File: config.mk
export PLATFORM = sky130hd
export DESIGN_NAME = cnn_conv_stream_flat
export DESIGN_NICKNAME = d
export VERILOG_FILES = /design/src/rtl/cnn_conv_stream_if.sv /design/src/rtl/cnn_conv_stream.sv /design/src/flat_wrapper.sv
export SDC_FILE = /design/constraint.sdc
export NUM_CORES = 1
export LEC_CHECK = 0
export ABC_AREA = 0
export CORE_ASPECT_RATIO = 0.5
export CORE_UTILIZATION = 58
export DETAILED_ROUTE_END_ITERATION = 8
export PLACE_DENSITY = 0.75
export SETUP_SLACK_MARGIN = 0.3
export SYNTH_ARGS = -nofsm -noshare
export SYNTH_HDL_FRONTEND = slang
export SYNTH_SLANG_ARGS = --single-unit
File: constraint.sdc
create_clock -name clk -period 14.5 [get_ports clk]
set_clock_uncertainty 0.15 [all_clocks]
set_input_delay 2.9 -clock clk [delete_from_list [all_inputs] [get_ports clk]]
set_output_delay 2.9 -clock clk [all_outputs]
set_load 0.01 [all_outputs]
File: src/rtl/cnn_conv_stream_if.sv
// cnn_conv_stream_if: valid/ready data stream used for the pixel input
// and the result output of the convolution engine.
interface cnn_conv_stream_if #(
    parameter int W = 16
);
    logic         valid;
    logic         ready;
    logic [W-1:0] data;

    modport master (output valid, output data, input ready);
    modport slave  (input valid, input data, output ready);
endinterface

File: src/rtl/cnn_conv_stream.sv
// cnn_conv_stream: streaming valid-padding 2-D convolution with a K-row
// circular line buffer and one multiply-accumulate per cycle.
module cnn_conv_stream #(
    parameter int IMG_W  = 8,
    parameter int IMG_H  = 8,
    parameter int K      = 3,
    parameter int DATA_W = 16,
    parameter int COEF_W = 8,
    parameter int ACC_W  = 32,
    localparam int AW    = (K > 1) ? $clog2(K * K) : 1
) (
    input  logic                     clk,
    input  logic                     rst,
    input  logic                     i_start,
    input  logic                     i_relu_en,
    input  logic                     i_coef_we,
    input  logic [AW-1:0]            i_coef_addr,
    input  logic signed [COEF_W-1:0] i_coef_data,
    cnn_conv_stream_if.slave         s_pix,
    cnn_conv_stream_if.master        m_out,
    output logic                     o_out_last,
    output logic                     o_busy,
    output logic                     o_done
);
    localparam int OW  = IMG_W - K + 1;
    localparam int OH  = IMG_H - K + 1;
    localparam int NT  = K * K;
    localparam int RW  = (K > 1) ? $clog2(K) : 1;
    localparam int RW1 = RW + 1;
    localparam int CW  = (IMG_W > 1) ? $clog2(IMG_W) : 1;
    localparam int HW  = (OH > 1) ? $clog2(OH) : 1;
    localparam int PW  = DATA_W + COEF_W;

    localparam logic [RW-1:0] KM1  = RW'(K - 1);
    localparam logic [RW:0]   KS   = RW1'(K);
    localparam logic [CW-1:0] WM1  = CW'(IMG_W - 1);
    localparam logic [CW-1:0] OWM1 = CW'(OW - 1);
    localparam logic [HW-1:0] OHM1 = HW'(OH - 1);
    localparam logic [AW-1:0] TM1  = AW'(NT - 1);

    typedef enum logic [2:0] {
        S_IDLE, S_FILL, S_MAC, S_EMIT, S_ROW, S_DONE
    } state_t;

    state_t r_state;
    state_t w_next;

    logic signed [DATA_W-1:0] r_lb   [K][IMG_W];
    logic signed [COEF_W-1:0] r_coef [NT];

    logic [RW-1:0]           r_top;
    logic [RW-1:0]           r_wrow;
    logic [RW-1:0]           r_kr;
    logic [RW-1:0]           r_kc;
    logic [CW-1:0]           r_wcol;
    logic [CW-1:0]           r_col;
    logic [HW-1:0]           r_orow;
    logic [AW-1:0]           r_tap;
    logic signed [ACC_W-1:0] r_acc;
    logic signed [ACC_W-1:0] r_out;
    logic                    r_last;
    logic                    r_relu;

    logic                    w_pix_xfer;
    logic                    w_out_xfer;
    logic [RW:0]             w_ssum;
    logic [RW-1:0]           w_slot;
    logic [RW-1:0]           w_wslot;
    logic [RW-1:0]           w_top_nx;
    logic [CW-1:0]           w_pcol;
    logic signed [PW-1:0]    w_pix_x;
    logic signed [PW-1:0]    w_coef_x;
    logic signed [PW-1:0]    w_prod;
    logic signed [ACC_W-1:0] w_sum;

    assign s_pix.ready = (r_state == S_FILL) || (r_state == S_ROW);
    assign m_out.valid = (r_state == S_EMIT);
    assign m_out.data  = r_out;
    assign o_out_last  = r_last;
    assign o_busy      = (r_state != S_IDLE) && (r_state != S_DONE);
    assign o_done      = (r_state == S_DONE);

    assign w_pix_xfer = s_pix.valid && s_pix.ready;
    assign w_out_xfer = m_out.valid && m_out.ready;

    // Window row kr lives in physical slot (top + kr) mod K.
    assign w_ssum   = {1'b0, r_top} + {1'b0, r_kr};
    assign w_slot   = (w_ssum >= KS) ? RW'(w_ssum - KS) : RW'(w_ssum);
    assign w_top_nx = (r_top == KM1) ? '0 : r_top + 1'b1;
    assign w_wslot  = (r_state == S_FILL) ? r_wrow : r_top;
    assign w_pcol   = r_col + CW'(r_kc);

    assign w_pix_x  = PW'(r_lb[w_slot][w_pcol]);
    assign w_coef_x = PW'(r_coef[r_tap]);
    assign w_prod   = w_pix_x * w_coef_x;
    assign w_sum    = r_acc + ACC_W'(w_prod);

    always_comb begin
        w_next = r_state;
        unique case (r_state)
            S_IDLE: if (i_start) w_next = S_FILL;
            S_FILL: begin
                if (w_pix_xfer && r_wcol == WM1 && r_wrow == KM1)
                    w_next = S_MAC;
            end
            S_MAC:  if (r_tap == TM1) w_next = S_EMIT;
            S_EMIT: begin
                if (w_out_xfer) begin
                    if (r_col != OWM1)
                        w_next = S_MAC;
                    else if (r_orow != OHM1)
                        w_next = S_ROW;
                    else
                        w_next = S_DONE;
                end
            end
            S_ROW:  if (w_pix_xfer && r_wcol == WM1) w_next = S_MAC;
            S_DONE: w_next = S_IDLE;
            default: w_next = S_IDLE;
        endcase
    end

    always_ff @(posedge clk) begin
        if (w_pix_xfer) r_lb[w_wslot][r_wcol] <= s_pix.data;
    end

    always_ff @(posedge clk) begin
        if (rst) begin
            r_state <= S_IDLE;
            r_top   <= '0;
            r_wrow  <= '0;
            r_kr    <= '0;
            r_kc    <= '0;
            r_wcol  <= '0;
            r_col   <= '0;
            r_orow  <= '0;
            r_tap   <= '0;
            r_acc   <= '0;
            r_out   <= '0;
            r_last  <= 1'b0;
            r_relu  <= 1'b0;
            for (int i = 0; i < NT; i++) r_coef[i] <= '0;
        end else begin
            r_state <= w_next;
            unique case (r_state)
                S_IDLE: begin
                    if (i_coef_we && i_coef_addr <= TM1)
                        r_coef[i_coef_addr] <= i_coef_data;
                    if (i_start) begin
                        r_relu <= i_relu_en;
                        r_top  <= '0;
                        r_wrow <= '0;
                        r_wcol <= '0;
                        r_col  <= '0;
                        r_orow <= '0;
                    end
                end
                S_FILL: begin
                    if (w_pix_xfer) begin
                        if (r_wcol == WM1) begin
                            r_wcol <= '0;
                            r_wrow <= (r_wrow == KM1) ? '0 : r_wrow + 1'b1;
                        end else begin
                            r_wcol <= r_wcol + 1'b1;
                        end
                    end
                end
                S_MAC: begin
                    if (r_tap == TM1) begin
                        r_tap  <= '0;
                        r_kr   <= '0;
                        r_kc   <= '0;
                        r_acc  <= '0;
                        r_out  <= (r_relu && w_sum[ACC_W-1]) ? '0 : w_sum;
                        r_last <= (r_col == OWM1) && (r_orow == OHM1);
                    end else begin
                        r_tap <= r_tap + 1'b1;
                        r_acc <= w_sum;
                        if (r_kc == KM1) begin
                            r_kc <= '0;
                            r_kr <= r_kr + 1'b1;
                        end else begin
                            r_kc <= r_kc + 1'b1;
                        end
                    end
                end
                S_EMIT: begin
                    if (w_out_xfer)
                        r_col <= (r_col == OWM1) ? '0 : r_col + 1'b1;
                end
                S_ROW: begin
                    // New row overwrites the oldest slot, which then becomes the newest.
                    if (w_pix_xfer) begin
                        if (r_wcol == WM1) begin
                            r_wcol <= '0;
                            r_top  <= w_top_nx;
                            r_orow <= r_orow + 1'b1;
                        end else begin
                            r_wcol <= r_wcol + 1'b1;
                        end
                    end
                end
                S_DONE: r_last <= 1'b0;
                default: ;
            endcase
        end
    end
endmodule

File: src/flat_wrapper.sv
// flat-port wrapper written by rule: the top's interface ports become plain ports
module cnn_conv_stream_flat 
#(
    parameter int IMG_W  = 8,
    parameter int IMG_H  = 8,
    parameter int K      = 3,
    parameter int DATA_W = 16,
    parameter int COEF_W = 8,
    parameter int ACC_W  = 32,
    localparam int AW    = (K > 1) ? $clog2(K * K) : 1
)
  (clk, rst, i_start, i_relu_en, i_coef_we, i_coef_addr, i_coef_data, o_out_last, o_busy, o_done, s_pix_valid, s_pix_data, s_pix_ready, m_out_valid, m_out_data, m_out_ready);
  cnn_conv_stream_if #(.W((16))) s_pix_i ();
  cnn_conv_stream_if #(.W((32))) m_out_i ();
  input  logic clk;
  input  logic rst;
  input  logic i_start;
  input  logic i_relu_en;
  input  logic i_coef_we;
  input  logic [AW-1:0] i_coef_addr;
  input  logic signed [COEF_W-1:0] i_coef_data;
  output logic o_out_last;
  output logic o_busy;
  output logic o_done;
  input wire logic [$bits(s_pix_i.valid)-1:0] s_pix_valid;
  input wire logic [$bits(s_pix_i.data)-1:0] s_pix_data;
  output wire logic [$bits(s_pix_i.ready)-1:0] s_pix_ready;
  output wire logic [$bits(m_out_i.valid)-1:0] m_out_valid;
  output wire logic [$bits(m_out_i.data)-1:0] m_out_data;
  input wire logic [$bits(m_out_i.ready)-1:0] m_out_ready;
  assign s_pix_i.valid = s_pix_valid;
  assign s_pix_i.data = s_pix_data;
  assign s_pix_ready = s_pix_i.ready;
  assign m_out_valid = m_out_i.valid;
  assign m_out_data = m_out_i.data;
  assign m_out_i.ready = m_out_ready;
  cnn_conv_stream #(.IMG_W(IMG_W), .IMG_H(IMG_H), .K(K), .DATA_W(DATA_W), .COEF_W(COEF_W), .ACC_W(ACC_W)) u_core (.clk(clk), .rst(rst), .i_start(i_start), .i_relu_en(i_relu_en), .i_coef_we(i_coef_we), .i_coef_addr(i_coef_addr), .i_coef_data(i_coef_data), .s_pix(s_pix_i), .m_out(m_out_i), .o_out_last(o_out_last), .o_busy(o_busy), .o_done(o_done));
endmodule
# Word level (Yosys, flattened, before mapping)
# Memories as Yosys holds them, arrays and structs flattened. A register that Yosys moved wholly into a read port is not among the register bits.
# Index checks and enable logic that the tools add are counted.
# totals
ff_bits	90
mem_bits_rw	456
out_inout_bits	37
wordCells	145
mem_count	2
# mem_list
memory	words	width	rd	rd_clocked_by_memory_dff	wr	line	text
u_core.r_lb	3	128	1	0	1	cnn_conv_stream.sv:48	logic signed [DATA_W-1:0] r_lb [K][IMG_W];
u_core.r_coef	9	8	1	1	9	cnn_conv_stream.sv:49	logic signed [COEF_W-1:0] r_coef [NT];
# op_classes
n_addsub	12
n_mul	1
n_lt_le_gt_ge	5
eq_ne	25
mux	56
bitwise	2
reduce_logical	29
# op_table
operator	n
two-way mux 128 bit	1
two-way mux 32 bit	2
binary-select mux 16 bit (select 3 bit)	1
demux 16 bit (select 3 bit)	1
two-way mux 16 bit	3
two-way mux 3 bit	13
adder 32 x 24 -> 32 bit	1
two-way mux 2 bit	13
multiplier 16 x 8 -> 24 bit	1
one-hot mux 3 bit (2 select lines)	3
two-way mux 4 bit	4
equality test 3 bit (second input constant)	5
one-hot mux 3 bit (5 select lines)	1
!= test 2 bit (second input constant)	6
nonzero test 2 bit	6
two-way mux 1 bit	10
adder 3 x 1 -> 3 bit (second input constant)	3
logical AND 1 bit	9
!= test 3 bit (second input constant)	3
adder 2 x 1 -> 2 bit (second input constant)	4
greater-or-equal comparator 4 bit (second input constant)	2
two-way mux 8 bit	1
!= test 2 x 1 -> 1 bit (second input constant)	4
NOT 3 -> 4 bit	2
other kinds (22)	31

# Depth between registers and ports, before layout
# An unclocked memory read counts as a cell.
# logic_depth
ltp_word	11
ltp_mapped	33
mapped_depth_nobuf	31

# Least setup slack after synthesis
# No wires, ideal clock.
# synth_path
path_type	register to register
startpoint	reg u_core.r_kr[0]
endpoint	reg u_core.r_out[11], in the netlist u_core.m_out.data[11]
t_arrival_ns	8.390
required_time_ns	14.291
path_slack_ns	5.901
path_stages_with_launch	31
path_cell_list	dfxtp_1 ha_1 inv_1 fa_1 inv_1 ha_1 nand3b_1 a21oi_1 buf_4 buf_6 mux4_2 mux4_2 nor2_1 a21oi_1 and2_1 fa_1 inv_1 fa_1 inv_1 fa_1 fa_1 ha_1 ha_1 buf_2 and2_1 a2111o_1 o2111a_1 or3_4 a311oi_4 buf_6 a22o_1
# synth_via
elab_chain_cells	11
word_cells_on_any_way	12
# synth_rtl
item	line	text
start, declared	cnn_conv_stream.sv:53	logic [RW-1:0] r_kr;
start signal, assigned	cnn_conv_stream.sv:181	r_kr <= r_kr + 1'b1;
adder 2 x 2 -> 3 bit (*)	cnn_conv_stream.sv:87	assign w_ssum = {1'b0, r_top} + {1'b0, r_kr};
greater-or-equal comparator 3 x 2 -> 1 bit / subtractor 2 bit (equally long branches)	cnn_conv_stream.sv:88	assign w_slot = (w_ssum >= KS) ? RW'(w_ssum - KS) : RW'(w_ssum);
two-way mux 2 bit (*)	cnn_conv_stream.sv:88	
memory read (3 x 128 bit) (*)	-	
binary-select mux 16 bit (select 3 bit) (*)	cnn_conv_stream.sv:93	assign w_pix_x = PW'(r_lb[w_slot][w_pcol]);
two-way mux 16 bit (not written as such) (*) (2 in a row)	cnn_conv_stream.sv:93	
multiplier 16 x 8 -> 24 bit (*)	cnn_conv_stream.sv:95	assign w_prod = w_pix_x * w_coef_x;
adder 32 x 24 -> 32 bit (*)	cnn_conv_stream.sv:96	assign w_sum = r_acc + ACC_W'(w_prod);
logical AND 1 bit	cnn_conv_stream.sv:174	r_out <= (r_relu && w_sum[ACC_W-1]) ? '0 : w_sum;
two-way mux 32 bit (*)	cnn_conv_stream.sv:174	
end signal, assigned	cnn_conv_stream.sv:174	
end, declared	cnn_conv_stream.sv:60	logic signed [ACC_W-1:0] r_out;
# Mark *: on every way between the ends. The rest lies on a longest branch, timed or not. The select of a mux whose other input is x is not followed.
# A chain may end at the register's enable or synchronous reset.

# Worst setup path in the final report
# layout_path
startpoint	reg u_core.r_top[0]
endpoint	reg u_core.r_out[0], in the netlist u_core.m_out.data[0]
# layout_via
elab_chain_cells	11
word_cells_on_any_way	12
# layout_rtl
item	line	text
start, declared	cnn_conv_stream.sv:51	logic [RW-1:0] r_top;
start signal, assigned	cnn_conv_stream.sv:196	r_top <= w_top_nx;
adder 2 x 2 -> 3 bit (*)	cnn_conv_stream.sv:87	
greater-or-equal comparator 3 x 2 -> 1 bit / subtractor 2 bit (equally long branches)	cnn_conv_stream.sv:88	
two-way mux 2 bit (*)	cnn_conv_stream.sv:88	
memory read (3 x 128 bit) (*)	-	
binary-select mux 16 bit (select 3 bit) (*)	cnn_conv_stream.sv:93	
two-way mux 16 bit (not written as such) (*) (2 in a row)	cnn_conv_stream.sv:93	
multiplier 16 x 8 -> 24 bit (*)	cnn_conv_stream.sv:95	
adder 32 x 24 -> 32 bit (*)	cnn_conv_stream.sv:96	
logical AND 1 bit	cnn_conv_stream.sv:174	
two-way mux 32 bit (*)	cnn_conv_stream.sv:174	
# Marked as above.

==> results.py <==
metrics = {
    "yosys": {
        "synth-main-ff-cell": "edfxtp_1",
        "syn_inst": 1981,
        "yosysWarnings": 0,
        "ys_seq_area_frac": 0.572,
        "synthDominantCellAreaShare": 0.509,
        "synth_edf_count": 512,
        "synth_seq_cells": 606,
        "ys_async_sr_fraction": 0,
        "syn-cell-area_um2": 30200,
        "syn_area_per_cell_um2": 15.2,
        "synth.area.top_cells": "edfxtp_1 (51%), mux4_2 (11%), fa_1 (11%)",
        "synth_area_leader_cell": "edfxtp_1",
        "synth_cell_types": 80,
    },
    "grt": {
        "grt_usage": 0.258,
        "grt_pass1_vias": 17700,
        "grt_max_degree": 57,
        "antenna_found_initial": 1,
        "grt_pass1_wl_um": 103000,
        "grt-ovfl-total": 0,
    },
    "setup_path": {
        "crit_buf_inv": 5,
        "worst_ep_required_time_ns": 14.88,
        "cp.arrival_ns": 11.13,
        "start_kind": "flop",
        "path_max_fanout": 47,
        "slowest_stage": "a311oi_4",
        "cp-end-kind": "flop",
        "critical-path-top-delay-family": "adder cells",
        "cpPeakStageDelay_ns": 1.10,
        "path_class": "reg2reg",
        "cpMostUsedCell": "fa_1",
    },
    "drt": {
        "drt-pass1-iter-count": 5,
        "drt_iter0_drc": 1823,
        "ant_nets": 0,
        "viasPerCell": 5.95,
        "wire_per_inst_um": 23.0,
        "drc_errors": 0,
        "routed_wl_um": 66000,
        "vias": 17000,
    },
    "clock_tree": {
        "post_cts_buffers": 0,
        "clock_sinks": 606,
        "clk_path_buf_depth": 3,
        "cts_buffers": 51,
        "cts_root_buf": "clkbuf_16",
        "cts_tree": "built",
        "htreeDepth": 2,
        "clk_pin_slew_ns": 0.07,
        "clock_latency_ns": 0.60,
        "cts_hold_buf": 0,
        "cts_resized": 0,
    },
    "timing": {
        "worst_pin_slew_ns": 1.27,
        "hold_viol": 0,
        "setup_violations": 0,
        "tns_ns": 0,
        "slew_violations": 0,
        "period_share": 0.741,
        "rsz0062_at_grt": "false",
        "relSlewSlack": 0.152,
        "finalCriticalPeriod_ns": 10.75,
        "fmax_mhz": 93.0,
    },
    "job": {
        "max_cap_viol_count": 0,
    },
    "min_path": {
        "hold_path_class": "reg2reg",
    },
    "floorplanning": {
        "rows": 58,
        "initial_utilization": 0.594,
        "dieHeight_um": 163,
        "dieArea_um2": 53000,
        "ios": 72,
        "die_x_um": 325,
        "fp.coreArea_um2": 50800,
    },
    "outcome": {
        "run_status": "complete, no violations",
    },
    "layout": {
        "drive_gt1_frac": 0.151,
        "multiInputGateArea_um2": 12200,
        "final_common_cell": "edfxtp_1",
        "fin_nets": 2407,
        "layout_common_cells": "edfxtp_1 (512), fa_1 (162), inv_1 (161)",
        "syn2layout_area_growth_pct": 11.6,
        "fillers": 3517,
        "regArea_um2": 17300,
    },
    "placed_design": {
        "io_buffers": 71,
        "gp_congestion": 0.907,
        "hpwl_um": 42600,
    },
}
==> metrics by stage <==
step,area (um^2),cells,worst slack (ns),utilization,hold slack [ns]
6_report,33700,2862,3.75,0.663,0.313
5_1_grt,33700,2861,3.12,0.663,0.346
4_1_cts,33700,2861,3.66,0.663,0.318
3_5_place_dp,32000,2768,3.74,0.630,0.302
3_3_place_gp,32000,2768,3.88,0.630,0.292
2_1_floorplan,30400,2036,5.90,-,0.286
==> kinds of logic after synthesis <==
family	synth area share
flip-flops	0.572
AND/OR/NAND/NOR	0.0802
adder cells (fa/ha/maj)	0.140
XOR/XNOR	0.0101
multiplexers	0.120
AO/OA/AOI/OAI	0.0460
buffers and inverters	0.0318
other	0.000124
==> registers in the layout, summed over array words and instances (netlist names), named ones only <==
register	cells
u_core.r_wrow	2
u_core.r_orow	3
u_core.r_tap	4
u_core.r_acc	32
u_core.r_col	3
u_core.o_out_last	1
u_core.r_relu	1
u_core.r_coef	128
u_core.r_lb	384
u_core.r_kc	2
u_core.r_state	3
u_core.r_kr	2
u_core.r_top	2
u_core.m_out.data	32
u_core.r_wcol	3
==> worst reg2reg max path: cells and delay by family (launching register included) <==
family / cells / cell delay, ns
adders and majority gates: 9 / 3.66
AOI/OAI and AO/OA: 7 / 3.01
and+or+nand+nor: 6 / 1.25
muxes: 2 / 1.18
buffers and inverters: 5 / 1.05
DFF: 1 / 0.38
==> layout make-up <==
cell class              count  area share
inverters                 162      0.0181
clock inverters            27     0.00866
well taps                 690      0.0256
repair buffers            116      0.0310
clock buffers              66      0.0405
multi-input cells        1194       0.364
diodes                      1   0.0000743
flip-flops and latches    606       0.513
==> metal layers <==
layer  global-route usage  up-vias  share of wire  routed length, um
met1                0.364     8721           0.42              28000
met2                0.430      680           0.48              31800
met3               0.0442       99          0.076               5020
met5                    0        -              0                  0
met4               0.0536        0          0.017               1150
li1                     -     7539              -                  -
==> cells in the mapped netlist (4+ instances only) <==
library cell	instances
buf_1	5
mux2_2	7
clkbuf_1	47
nand3b_1	9
a22oi_1	27
nor2b_1	13
a21o_1	5
mux2i_1	24
nor2_2	4
or2_1	10
and3_1	4
edfxtp_1	512
o21ai_0	32
buf_6	6
nand2_2	9
ha_1	78
nor2_1	166
o211ai_1	5
buf_2	12
nand2_1	73
o21ai_1	7
buf_4	4
fa_1	163
nand4_1	4
xor2_1	13
or2_2	4
mux4_2	146
a211oi_1	5
or3_1	11
a21oi_1	55
a22o_1	20
nor3_1	29
a32o_1	6
o21a_1	4
nand3_1	35
a22o_2	6
and2_1	81
dfxtp_1	94
inv_1	161
nand2b_1	14
xnor2_1	20
==> path summary, 6_finish.rpt <==
path / to / cells after the start / slack (ns) / from
worst max-delay path: u_core.m_out.data[0] / 29 / 3.75 / u_core.r_top[0]
worst min-delay path: u_core.m_out.data[15] / 2 / 0.31 / u_core.m_out.data[15]
worst max register to register: u_core.m_out.data[0] / 29 / 3.75 / u_core.r_top[0]
worst min register to register: u_core.m_out.data[15] / 2 / 0.31 / u_core.m_out.data[15]
Power is left out: the tool's default activity adds up to more than one toggle a clock period on the data nets, which glitch-free logic cannot reach.
